`config.mk`:
```
export PLATFORM = sky130hd
export DESIGN_NAME = accum_alu_seq_flat
export DESIGN_NICKNAME = d
export VERILOG_FILES = /design/src/rtl/accum_alu_seq_if.sv /design/src/rtl/accum_alu_seq.sv /design/src/flat_wrapper.sv
export SDC_FILE = /design/constraint.sdc
export NUM_CORES = 1
export LEC_CHECK = 0
export CORE_ASPECT_RATIO = 1.25
export CORE_MARGIN = 1.5
export CORE_UTILIZATION = 50
export DETAILED_ROUTE_END_ITERATION = 16
export DONT_BUFFER_PORTS = 1
export GPL_ROUTABILITY_DRIVEN = 0
export PLACE_DENSITY = 0.64
export SYNTH_ARGS = -nofsm -noshare
export SYNTH_HDL_FRONTEND = slang
export SYNTH_SLANG_ARGS = --single-unit
```
`constraint.sdc`:
```
create_clock -name clk -period 2.7 [get_ports clk]
set_clock_uncertainty 0.05 [all_clocks]
set_input_delay 0.81 -clock clk [delete_from_list [all_inputs] [get_ports clk]]
set_output_delay 0.81 -clock clk [all_outputs]
set_load 0.005 [all_outputs]
```
`src/rtl/accum_alu_seq_if.sv`:
```
// Request/result bundle between the operand/opcode sequencer (master)
// and the accumulator ALU core (slave).
interface accum_alu_seq_if #(
  parameter int K = 4
);
  logic [K-1:0]   A;
  logic [3:0]     opcode;
  logic           valid;
  logic           ready;
  logic [2*K-1:0] C;
  logic           busy;
  logic           done;
  logic [1:0]     error;

  modport master (
    output A, opcode, valid,
    input  ready, C, busy, done, error
  );

  modport slave (
    input  A, opcode, valid,
    output ready, C, busy, done, error
  );
endinterface

```
`src/rtl/accum_alu_seq.sv`:
```
// Accumulator ALU: K-bit operand A against B = C[K-1:0], 2K-bit accumulator.
// Single-cycle ops commit at accept; MULT (shift-add) and DIV/MOD (restoring)
// iterate for K cycles behind the valid/ready handshake. Error flags are sticky.
module accum_alu_seq #(
  parameter int K  = 4,
  parameter int CW = $clog2(K) + 1
) (
  input logic            clk,
  input logic            rst,
  accum_alu_seq_if.slave bus
);
  localparam int SW = $clog2(K);

  typedef enum logic [1:0] {IDLE, MUL, DIV} state_t;

  state_t           state_reg, state_next;
  logic [2*K-1:0]   c_reg, c_next;
  logic [1:0]       err_reg, err_next;
  logic             done_reg, done_next;
  logic [CW-1:0]    cnt_reg, cnt_next;
  logic [2*K-1:0]   mcand_reg, mcand_next;
  logic [K-1:0]     mplier_reg, mplier_next;
  logic [2*K-1:0]   prod_reg, prod_next;
  logic [K-1:0]     dvsr_reg, dvsr_next;
  logic [K-1:0]     rem_reg, rem_next;
  logic [K-1:0]     quo_reg, quo_next;
  logic             mod_reg, mod_next;

  logic [K-1:0]     b_op;
  logic             accept;
  logic [K-1:0]     add_res, sub_res;
  logic             add_ovf, sub_ovf;
  logic [SW-1:0]    shamt;
  logic [2*K-1:0]   mul_sum;
  logic [K:0]       div_trial, div_diff;
  logic [K-1:0]     div_rem, div_quo;

  assign b_op    = c_reg[K-1:0];
  assign accept  = bus.valid && (state_reg == IDLE);
  assign add_res = b_op + bus.A;
  assign sub_res = b_op - bus.A;
  // Overflow: result sign differs from B when the operation could not change it legally.
  assign add_ovf = (b_op[K-1] == bus.A[K-1]) && (add_res[K-1] != b_op[K-1]);
  assign sub_ovf = (b_op[K-1] != bus.A[K-1]) && (sub_res[K-1] != b_op[K-1]);
  assign shamt   = bus.A[SW-1:0];

  // One partial product per cycle: multiplicand shifts left, multiplier shifts right.
  assign mul_sum = prod_reg + (mplier_reg[0] ? mcand_reg : '0);

  // Restoring division step: bring in the next dividend bit, keep the
  // difference only if it did not borrow.
  assign div_trial = {rem_reg, quo_reg[K-1]};
  assign div_diff  = div_trial - {1'b0, dvsr_reg};
  assign div_rem   = div_diff[K] ? div_trial[K-1:0] : div_diff[K-1:0];
  assign div_quo   = {quo_reg[K-2:0], ~div_diff[K]};

  assign bus.ready = (state_reg == IDLE);
  assign bus.busy  = (state_reg != IDLE);
  assign bus.C     = c_reg;
  assign bus.done  = done_reg;
  assign bus.error = err_reg;

  // Next-state, datapath and result selection.
  always_comb begin
    state_next  = state_reg;
    c_next      = c_reg;
    err_next    = err_reg;
    done_next   = 1'b0;
    cnt_next    = cnt_reg;
    mcand_next  = mcand_reg;
    mplier_next = mplier_reg;
    prod_next   = prod_reg;
    dvsr_next   = dvsr_reg;
    rem_next    = rem_reg;
    quo_next    = quo_reg;
    mod_next    = mod_reg;
    case (state_reg)
      IDLE: begin
        if (accept) begin
          done_next = 1'b1;
          case (bus.opcode)
            4'b0001: begin
              c_next   = '0;
              err_next = 2'b00;
            end
            4'b0010: begin
              c_next      = {{K{add_res[K-1]}}, add_res};
              err_next[0] = err_reg[0] | add_ovf;
            end
            4'b0011: begin
              c_next      = {{K{sub_res[K-1]}}, sub_res};
              err_next[0] = err_reg[0] | sub_ovf;
            end
            4'b0100: begin
              done_next   = 1'b0;
              mcand_next  = {{K{1'b0}}, bus.A};
              mplier_next = b_op;
              prod_next   = '0;
              cnt_next    = CW'(K);
              state_next  = MUL;
            end
            4'b0101, 4'b0110: begin
              if (bus.A == '0) begin
                err_next[1] = 1'b1;
              end else begin
                done_next  = 1'b0;
                dvsr_next  = bus.A;
                quo_next   = b_op;
                rem_next   = '0;
                mod_next   = bus.opcode[1];
                cnt_next   = CW'(K);
                state_next = DIV;
              end
            end
            4'b0111: c_next = {{K{1'b0}}, b_op & bus.A};
            4'b1000: c_next = {{K{1'b0}}, b_op | bus.A};
            4'b1001: c_next = {{K{1'b0}}, ~b_op};
            4'b1010: c_next = {{K{1'b0}}, b_op ^ bus.A};
            4'b1011: c_next = {{K{1'b0}}, ~(b_op & bus.A)};
            4'b1100: c_next = {{K{1'b0}}, ~(b_op | bus.A)};
            4'b1101: c_next = {{K{1'b0}}, ~(b_op ^ bus.A)};
            4'b1110: c_next = {{K{1'b0}}, b_op << shamt};
            4'b1111: c_next = {{K{1'b0}}, b_op >> shamt};
            default: c_next = c_reg;
          endcase
        end
      end
      MUL: begin
        prod_next   = mul_sum;
        mcand_next  = mcand_reg << 1;
        mplier_next = mplier_reg >> 1;
        cnt_next    = cnt_reg - CW'(1);
        if (cnt_reg == CW'(1)) begin
          c_next     = mul_sum;
          done_next  = 1'b1;
          state_next = IDLE;
        end
      end
      DIV: begin
        rem_next = div_rem;
        quo_next = div_quo;
        cnt_next = cnt_reg - CW'(1);
        if (cnt_reg == CW'(1)) begin
          c_next     = mod_reg ? {{K{1'b0}}, div_rem} : {{K{1'b0}}, div_quo};
          done_next  = 1'b1;
          state_next = IDLE;
        end
      end
      default: state_next = IDLE;
    endcase
  end

  // State and datapath registers; reset discards any op in flight.
  always_ff @(posedge clk) begin
    if (rst) begin
      state_reg  <= IDLE;
      c_reg      <= '0;
      err_reg    <= 2'b00;
      done_reg   <= 1'b0;
      cnt_reg    <= '0;
      mcand_reg  <= '0;
      mplier_reg <= '0;
      prod_reg   <= '0;
      dvsr_reg   <= '0;
      rem_reg    <= '0;
      quo_reg    <= '0;
      mod_reg    <= 1'b0;
    end else begin
      state_reg  <= state_next;
      c_reg      <= c_next;
      err_reg    <= err_next;
      done_reg   <= done_next;
      cnt_reg    <= cnt_next;
      mcand_reg  <= mcand_next;
      mplier_reg <= mplier_next;
      prod_reg   <= prod_next;
      dvsr_reg   <= dvsr_next;
      rem_reg    <= rem_next;
      quo_reg    <= quo_next;
      mod_reg    <= mod_next;
    end
  end
endmodule

```
`src/flat_wrapper.sv`:
```
// flat-port wrapper written by rule: the top's interface ports become plain ports
module accum_alu_seq_flat 
#(
  parameter int K  = 4,
  parameter int CW = $clog2(K) + 1
)
  (clk, rst, bus_A, bus_opcode, bus_valid, bus_ready, bus_C, bus_busy, bus_done, bus_error);
  accum_alu_seq_if #(.K(K)) bus_i ();
  input logic clk;
  input logic rst;
  input wire logic [$bits(bus_i.A)-1:0] bus_A;
  input wire logic [$bits(bus_i.opcode)-1:0] bus_opcode;
  input wire logic [$bits(bus_i.valid)-1:0] bus_valid;
  output wire logic [$bits(bus_i.ready)-1:0] bus_ready;
  output wire logic [$bits(bus_i.C)-1:0] bus_C;
  output wire logic [$bits(bus_i.busy)-1:0] bus_busy;
  output wire logic [$bits(bus_i.done)-1:0] bus_done;
  output wire logic [$bits(bus_i.error)-1:0] bus_error;
  assign bus_i.A = bus_A;
  assign bus_i.opcode = bus_opcode;
  assign bus_i.valid = bus_valid;
  assign bus_ready = bus_i.ready;
  assign bus_C = bus_i.C;
  assign bus_busy = bus_i.busy;
  assign bus_done = bus_i.done;
  assign bus_error = bus_i.error;
  accum_alu_seq #(.K(K), .CW(CW)) u_core (.clk(clk), .rst(rst), .bus(bus_i));
endmodule
```
* Word level (Yosys, flattened, before mapping)
Cells that the tools add are included.
Word-level totals: bits in registers 49, input port bits 11, output and inout port bits 13
Cells by class: add/subtract/negate cells 5, eq/ne operators 33, shift-type cells 2, mux-type cells 42, bitwise gates (word level) 11, reduce and logical (&&, ||, !) cells 22
Operator list (count):
- one-hot mux 8 bit (12 select lines) | 1
- two-way mux 8 bit | 8
- two-way mux 4 bit | 10
- equality test 4 bit (second input constant) | 8
- one-hot mux 8 bit (2 select lines) | 2
- one-hot mux 4 bit (2 select lines) | 3
- one-hot mux 8 bit (3 select lines) | 1
- AND reduction 4 bit | 5
- equality test 4 x 3 -> 1 bit (second input constant) | 4
- inverter 4 bit | 4
- inequality test 2 x 1 -> 1 bit (second input constant) | 7
- inequality test 13 x 1 -> 1 bit (second input constant) | 1
- one-hot mux 3 bit (2 select lines) | 2
- nonzero test 2 bit | 5
- adder 8 bit | 1
- equality test 4 x 2 -> 1 bit (second input constant) | 2
- one-hot mux 2 bit (2 select lines) | 2
- two-way mux 2 bit | 3
- two-way mux 3 bit | 2
- one-hot mux 1 bit (2 select lines) | 3
- AND reduction 3 bit | 2
- nonzero test 3 bit | 2
- AND reduction 5 bit | 1
- subtractor 5 x 4 -> 5 bit | 1
- other kinds (25) | 35

* Logic depth before layout (Yosys ltp)
depth in word-level cells 5, mapped depth 11, depth with buffers taken out 11

* Least setup slack after synthesis
No wires, ideal clock.
path kind input-to-reg, start point in bus_A[1], end point reg u_core.c_reg[3], in the netlist u_core.bus.C[3], setup time 134 ps, arrival 2489 ps, slack 27 ps, cell stages on the path 10, path buffers 1, cell sequence buf_2 -> inv_1 -> ha_1 -> a21o_1 -> a21oi_1 -> mux2i_1 -> nor3_1 -> o311ai_0 -> a211oi_1 -> a211oi_1
On the way: longest elaborated chain between the ends 4
Ends and longest elaborated chain:
- start, declared | line flat_wrapper.sv:11 | input wire logic [$bits(bus_i.A)-1:0] bus_A;
- subtractor 4 bit, or another cell as far along | line accum_alu_seq.sv:41 | assign sub_res = b_op - bus.A;
- one-hot mux 8 bit (12 select lines) (*) | line accum_alu_seq.sv:81 | case (bus.opcode)
- two-way mux 8 bit (*) | line accum_alu_seq.sv:79 | if (accept) begin
- one-hot mux 8 bit (3 select lines) (*) | line accum_alu_seq.sv:77 | case (state_reg)
- end signal, assigned | line accum_alu_seq.sv:170 | c_reg <= c_next;
- end, declared | line accum_alu_seq.sv:17 | logic [2*K-1:0] c_reg, c_next;
Mark *: on every way between the ends. The rest lies on a longest branch, timed or not. The select of a mux whose other input is x is not followed. A chain may end at the register's enable or synchronous reset.

* Worst setup path in the final report
start point reg u_core.mcand_reg[0], end point reg u_core.c_reg[6], in the netlist u_core.bus.C[6]
On the way: longest elaborated chain between the ends 4
Ends and longest elaborated chain:
- start, declared | line accum_alu_seq.sv:21 | logic [2*K-1:0] mcand_reg, mcand_next;
- start signal, assigned | line accum_alu_seq.sv:174 | mcand_reg <= mcand_next;
- two-way mux 8 bit | line accum_alu_seq.sv:48 | assign mul_sum = prod_reg + (mplier_reg[0] ? mcand_reg : '0);
- adder 8 bit | line accum_alu_seq.sv:48
- two-way mux 8 bit | line accum_alu_seq.sv:133 | if (cnt_reg == CW'(1)) begin
- one-hot mux 8 bit (3 select lines) | line accum_alu_seq.sv:77
No other way between the ends. The select of a mux whose other input is x is not followed.

==> results.md <==
- Worst VDD drop: roughly 400 uV
- Chip width: between 80 and 90 um
- Worst path required time: around 2900 ps
- Hold_buf cts: 0
- Synth async-reset ratio: 0%
- Max Cap Violations: 0
- Status: finished clean
- Post-DRT Antenna Nets: 0
- Fin. max-slew vios: 0
- # IOs: 24
- Vias per inst: between 6 and 7
- Arrival time worst endpoint: 2670 ps
- Distinct cells, synth: 68
- Top cell family by delay on the critical path: compound AO/OA/AOI/OAI gates
- Iter 0 DRT Violations: about 130
- Synth warnings: 0
- Crit-path slowest cell: fa_1
- Fin crit share: between 90 and 100%
- Clock-pin slew on the worst setup and hold paths: 90 ps
- CP dominant cell by count: a21oi_1
- P_leak: approximately 1.5 nW
- Port Buffers: 0
- Top cells by count, synth: nor2_1 (51), dfxtp_1 (49), nand2_1 (39)
- Largest area contributor in the netlist: dfxtp_1
- CP Max Fanout: 3
- Share of layout cells above drive strength 1: between 8 and 9%
- Ant diodes: 0
- Main synth FF type: dfxtp_1
- Core footprint: roughly 7100 um2
- Synth-to-layout area growth: 5.67%
- Num rows: 34
- Syn_nets: about 510
- Final WL: around 9800 um
- CP Class: reg2reg
- Final setup vio count: 0
- Sequential area share after synthesis: a little over a quarter
- Filler instances: 687
- Post-synth top area share: 26.5%
- Synth area leaders: dfxtp_1 (26%), ha_1 (9.8%), mux2i_1 (5.9%), nor2_1 (5.2%), a21oi_1 (4.2%)
- Slew margin rel.: 49.1%
- Vias in the first global route: ~3200
- Clk_lat worst skew: 300 ps
- Endpoint class of the critical path: flip-flop
- Power Density: approximately 620 nW/um2
- Die area: roughly 7900 um2
- Largest net degree at the start of global routing: 52
- Fin cells: around 550
- EDFF count, synth: 0
- Syn_area_per_cell: around 8.0 um2
- Fin util: 55.5%
- CTS sink count: just under 50
- Cell chain of the critical path: and2_1 > ha_1 > fa_1 > a21o_1 > a21oi_1 > o21bai_1 > a21oi_1 > xnor2_1 > nand3_1 > a211oi_1
- Fmax: ~400 MHz
- CTS Root Buffer Type: clkbuf_8
- Cells after synthesis: 462
- Total track usage: between 20% and 30%
- Clock Tree Buf Depth: 2
- Slew of the pin with the lowest slew margin: roughly 760 ps
- Crit start category: flip-flop
- Initial antenna violation count: 0
- GRT overflow: 0
- WL/cell: between 15 and 20 um
- CTS H-Tree Depth: 2
- Count leader, synth: nor2_1
- Die height: 99.3 um
- NumNets Final: 504
- First-pass GRT wire length: roughly 16000 um
- RSZ-0062 raised after global routing: no
- DRC: 0
- DP HPWL: roughly 7100 um
- Worst path bufs/invs: 0
- DP Cell Count: 541
- Min cycle time layout: between 2000 and 2500 ps
- Post-synthesis instance area: roughly 3700 um2
- Final Hold Vio Count: 0
- Worst hold path type: reg2reg
- CP max stage delay: ~430 ps
- Pre-Repair DR Iteration Count: 6
- Via count: 3350
- CTS tree: done
- Initial core utilization: 52.5%
- Number of buffers created by CTS: 5
- Seq cells post-synth: between 40 and 50
==> cell families (layout without fill, tap and decap cells) <==
family	Yosys count	after routing	synth area share (%)
flops	49	49	26.5
simple gates	162	162	21.2
fa+ha+maj	35	35	12.5
buf+inv	56	55	6.28
mux	25	25	7.15
xor+xnor	14	14	3.51
compound gates	121	121	22.9
==> cell usage in the layout, fill, tap and decap left out, types with 3 or more instances in the layout <==
| cell | netlist | final |
|---|---|---|
| a211oi_1 | 20 | 20 |
| a21o_1 | 9 | 9 |
| a21oi_1 | 31 | 30 |
| a22oi_1 | 6 | 6 |
| and2_1 | 10 | 10 |
| and3_1 | 3 | 3 |
| buf_4 | 3 | 18 |
| clkbuf_8 | 0 | 5 |
| dfxtp_1 | 49 | 49 |
| fa_1 | 4 | 4 |
| ha_1 | 29 | 29 |
| inv_1 | 29 | 29 |
| mux2i_1 | 22 | 22 |
| nand2_1 | 39 | 39 |
| nand2b_1 | 5 | 5 |
| nand3_1 | 26 | 26 |
| nand3b_1 | 5 | 5 |
| nand4_1 | 4 | 4 |
| nor2_1 | 51 | 51 |
| nor2b_1 | 4 | 4 |
| nor3_1 | 6 | 6 |
| o2111ai_1 | 3 | 3 |
| o211ai_1 | 4 | 4 |
| o21ai_0 | 13 | 12 |
| o22ai_1 | 3 | 3 |
| o31ai_1 | 3 | 3 |
| o41ai_1 | 3 | 3 |
| xnor2_1 | 10 | 10 |
| xor2_1 | 3 | 3 |
==> what timing repair did <==
| item | in CTS | in global routing |
|---|---|---|
| endpoints found under the hold margin | 0 | 0 |
| gates resized for setup | 0 | 1 |
| endpoints found under the setup margin | 0 | 2 |
| buffers inserted | 0 | 2 |
==> power by group <==
group | leakage, nW | internal [mW] | switching (mW)
combinational | 1.08 | 0.439 | 0.676
sequential | 0.398 | 0.807 | 0.0854
clock | 0.0450 | 0.180 | 0.246
total | 1.52 | 1.43 | 1.01
==> final cells by class <==
| cell class | count | area (um2) | area share, % |
|---|---|---|---|
| repair buffers | 18 | 135 | 3.45 |
| multi-input cells | 357 | 2500 | 63.8 |
| flip-flops and latches | 49 | 981 | 25.0 |
| clock buffers | 6 | 72.6 | 1.85 |
| inverters | 29 | 109 | 2.78 |
| well taps | 90 | 113 | 2.87 |
| clock inverters | 2 | 10.0 | 0.255 |
==> worst min-delay path, cell delays in order, from the launching register on <==
cell and delay [ps]:
dfxtp_1 320, nand2_1 50, a21oi_1 50
==> layer usage <==
metal | GRT usage, % | up-vias | part of all wire [%]
met4 | 11.9 | 0 | 3.6
met5 | 0 | - | 0
met1 | 30.3 | 1583 | 41
li1 | - | 1648 | -
met2 | 44.0 | 88 | 51
met3 | 3.67 | 31 | 4.5
==> metrics by stage <==
step	hold WS (ps)	area (um2)	worst slack [ps]	total power, mW	TNS (ps)
after global placement	388	3820	23.5	1.99	0
after CTS	405	3900	154	2.43	0
after global routing	431	3920	29.1	2.60	0
after detailed placement	392	3820	-63.3	2.01	-63.3
after floorplan	382	3710	26.8	1.70	0
final	407	3920	205	2.43	0
==> worst paths after layout <==
path	startpoint	end	slack, ps	cells after the start
worst max register to register	u_core.mcand_reg[0]$_SDFFE_PP0P_	u_core.bus.C[6]$_SDFFE_PP0P_	200	10
worst min register to register	u_core.mcand_reg[7]$_SDFFE_PP0P_	u_core.mcand_reg[7]$_SDFFE_PP0P_	410	2
worst max-delay path	u_core.mcand_reg[0]$_SDFFE_PP0P_	u_core.bus.C[6]$_SDFFE_PP0P_	200	10
worst min-delay path	u_core.mcand_reg[7]$_SDFFE_PP0P_	u_core.mcand_reg[7]$_SDFFE_PP0P_	410	2
(Power assumes the default switching activity.)
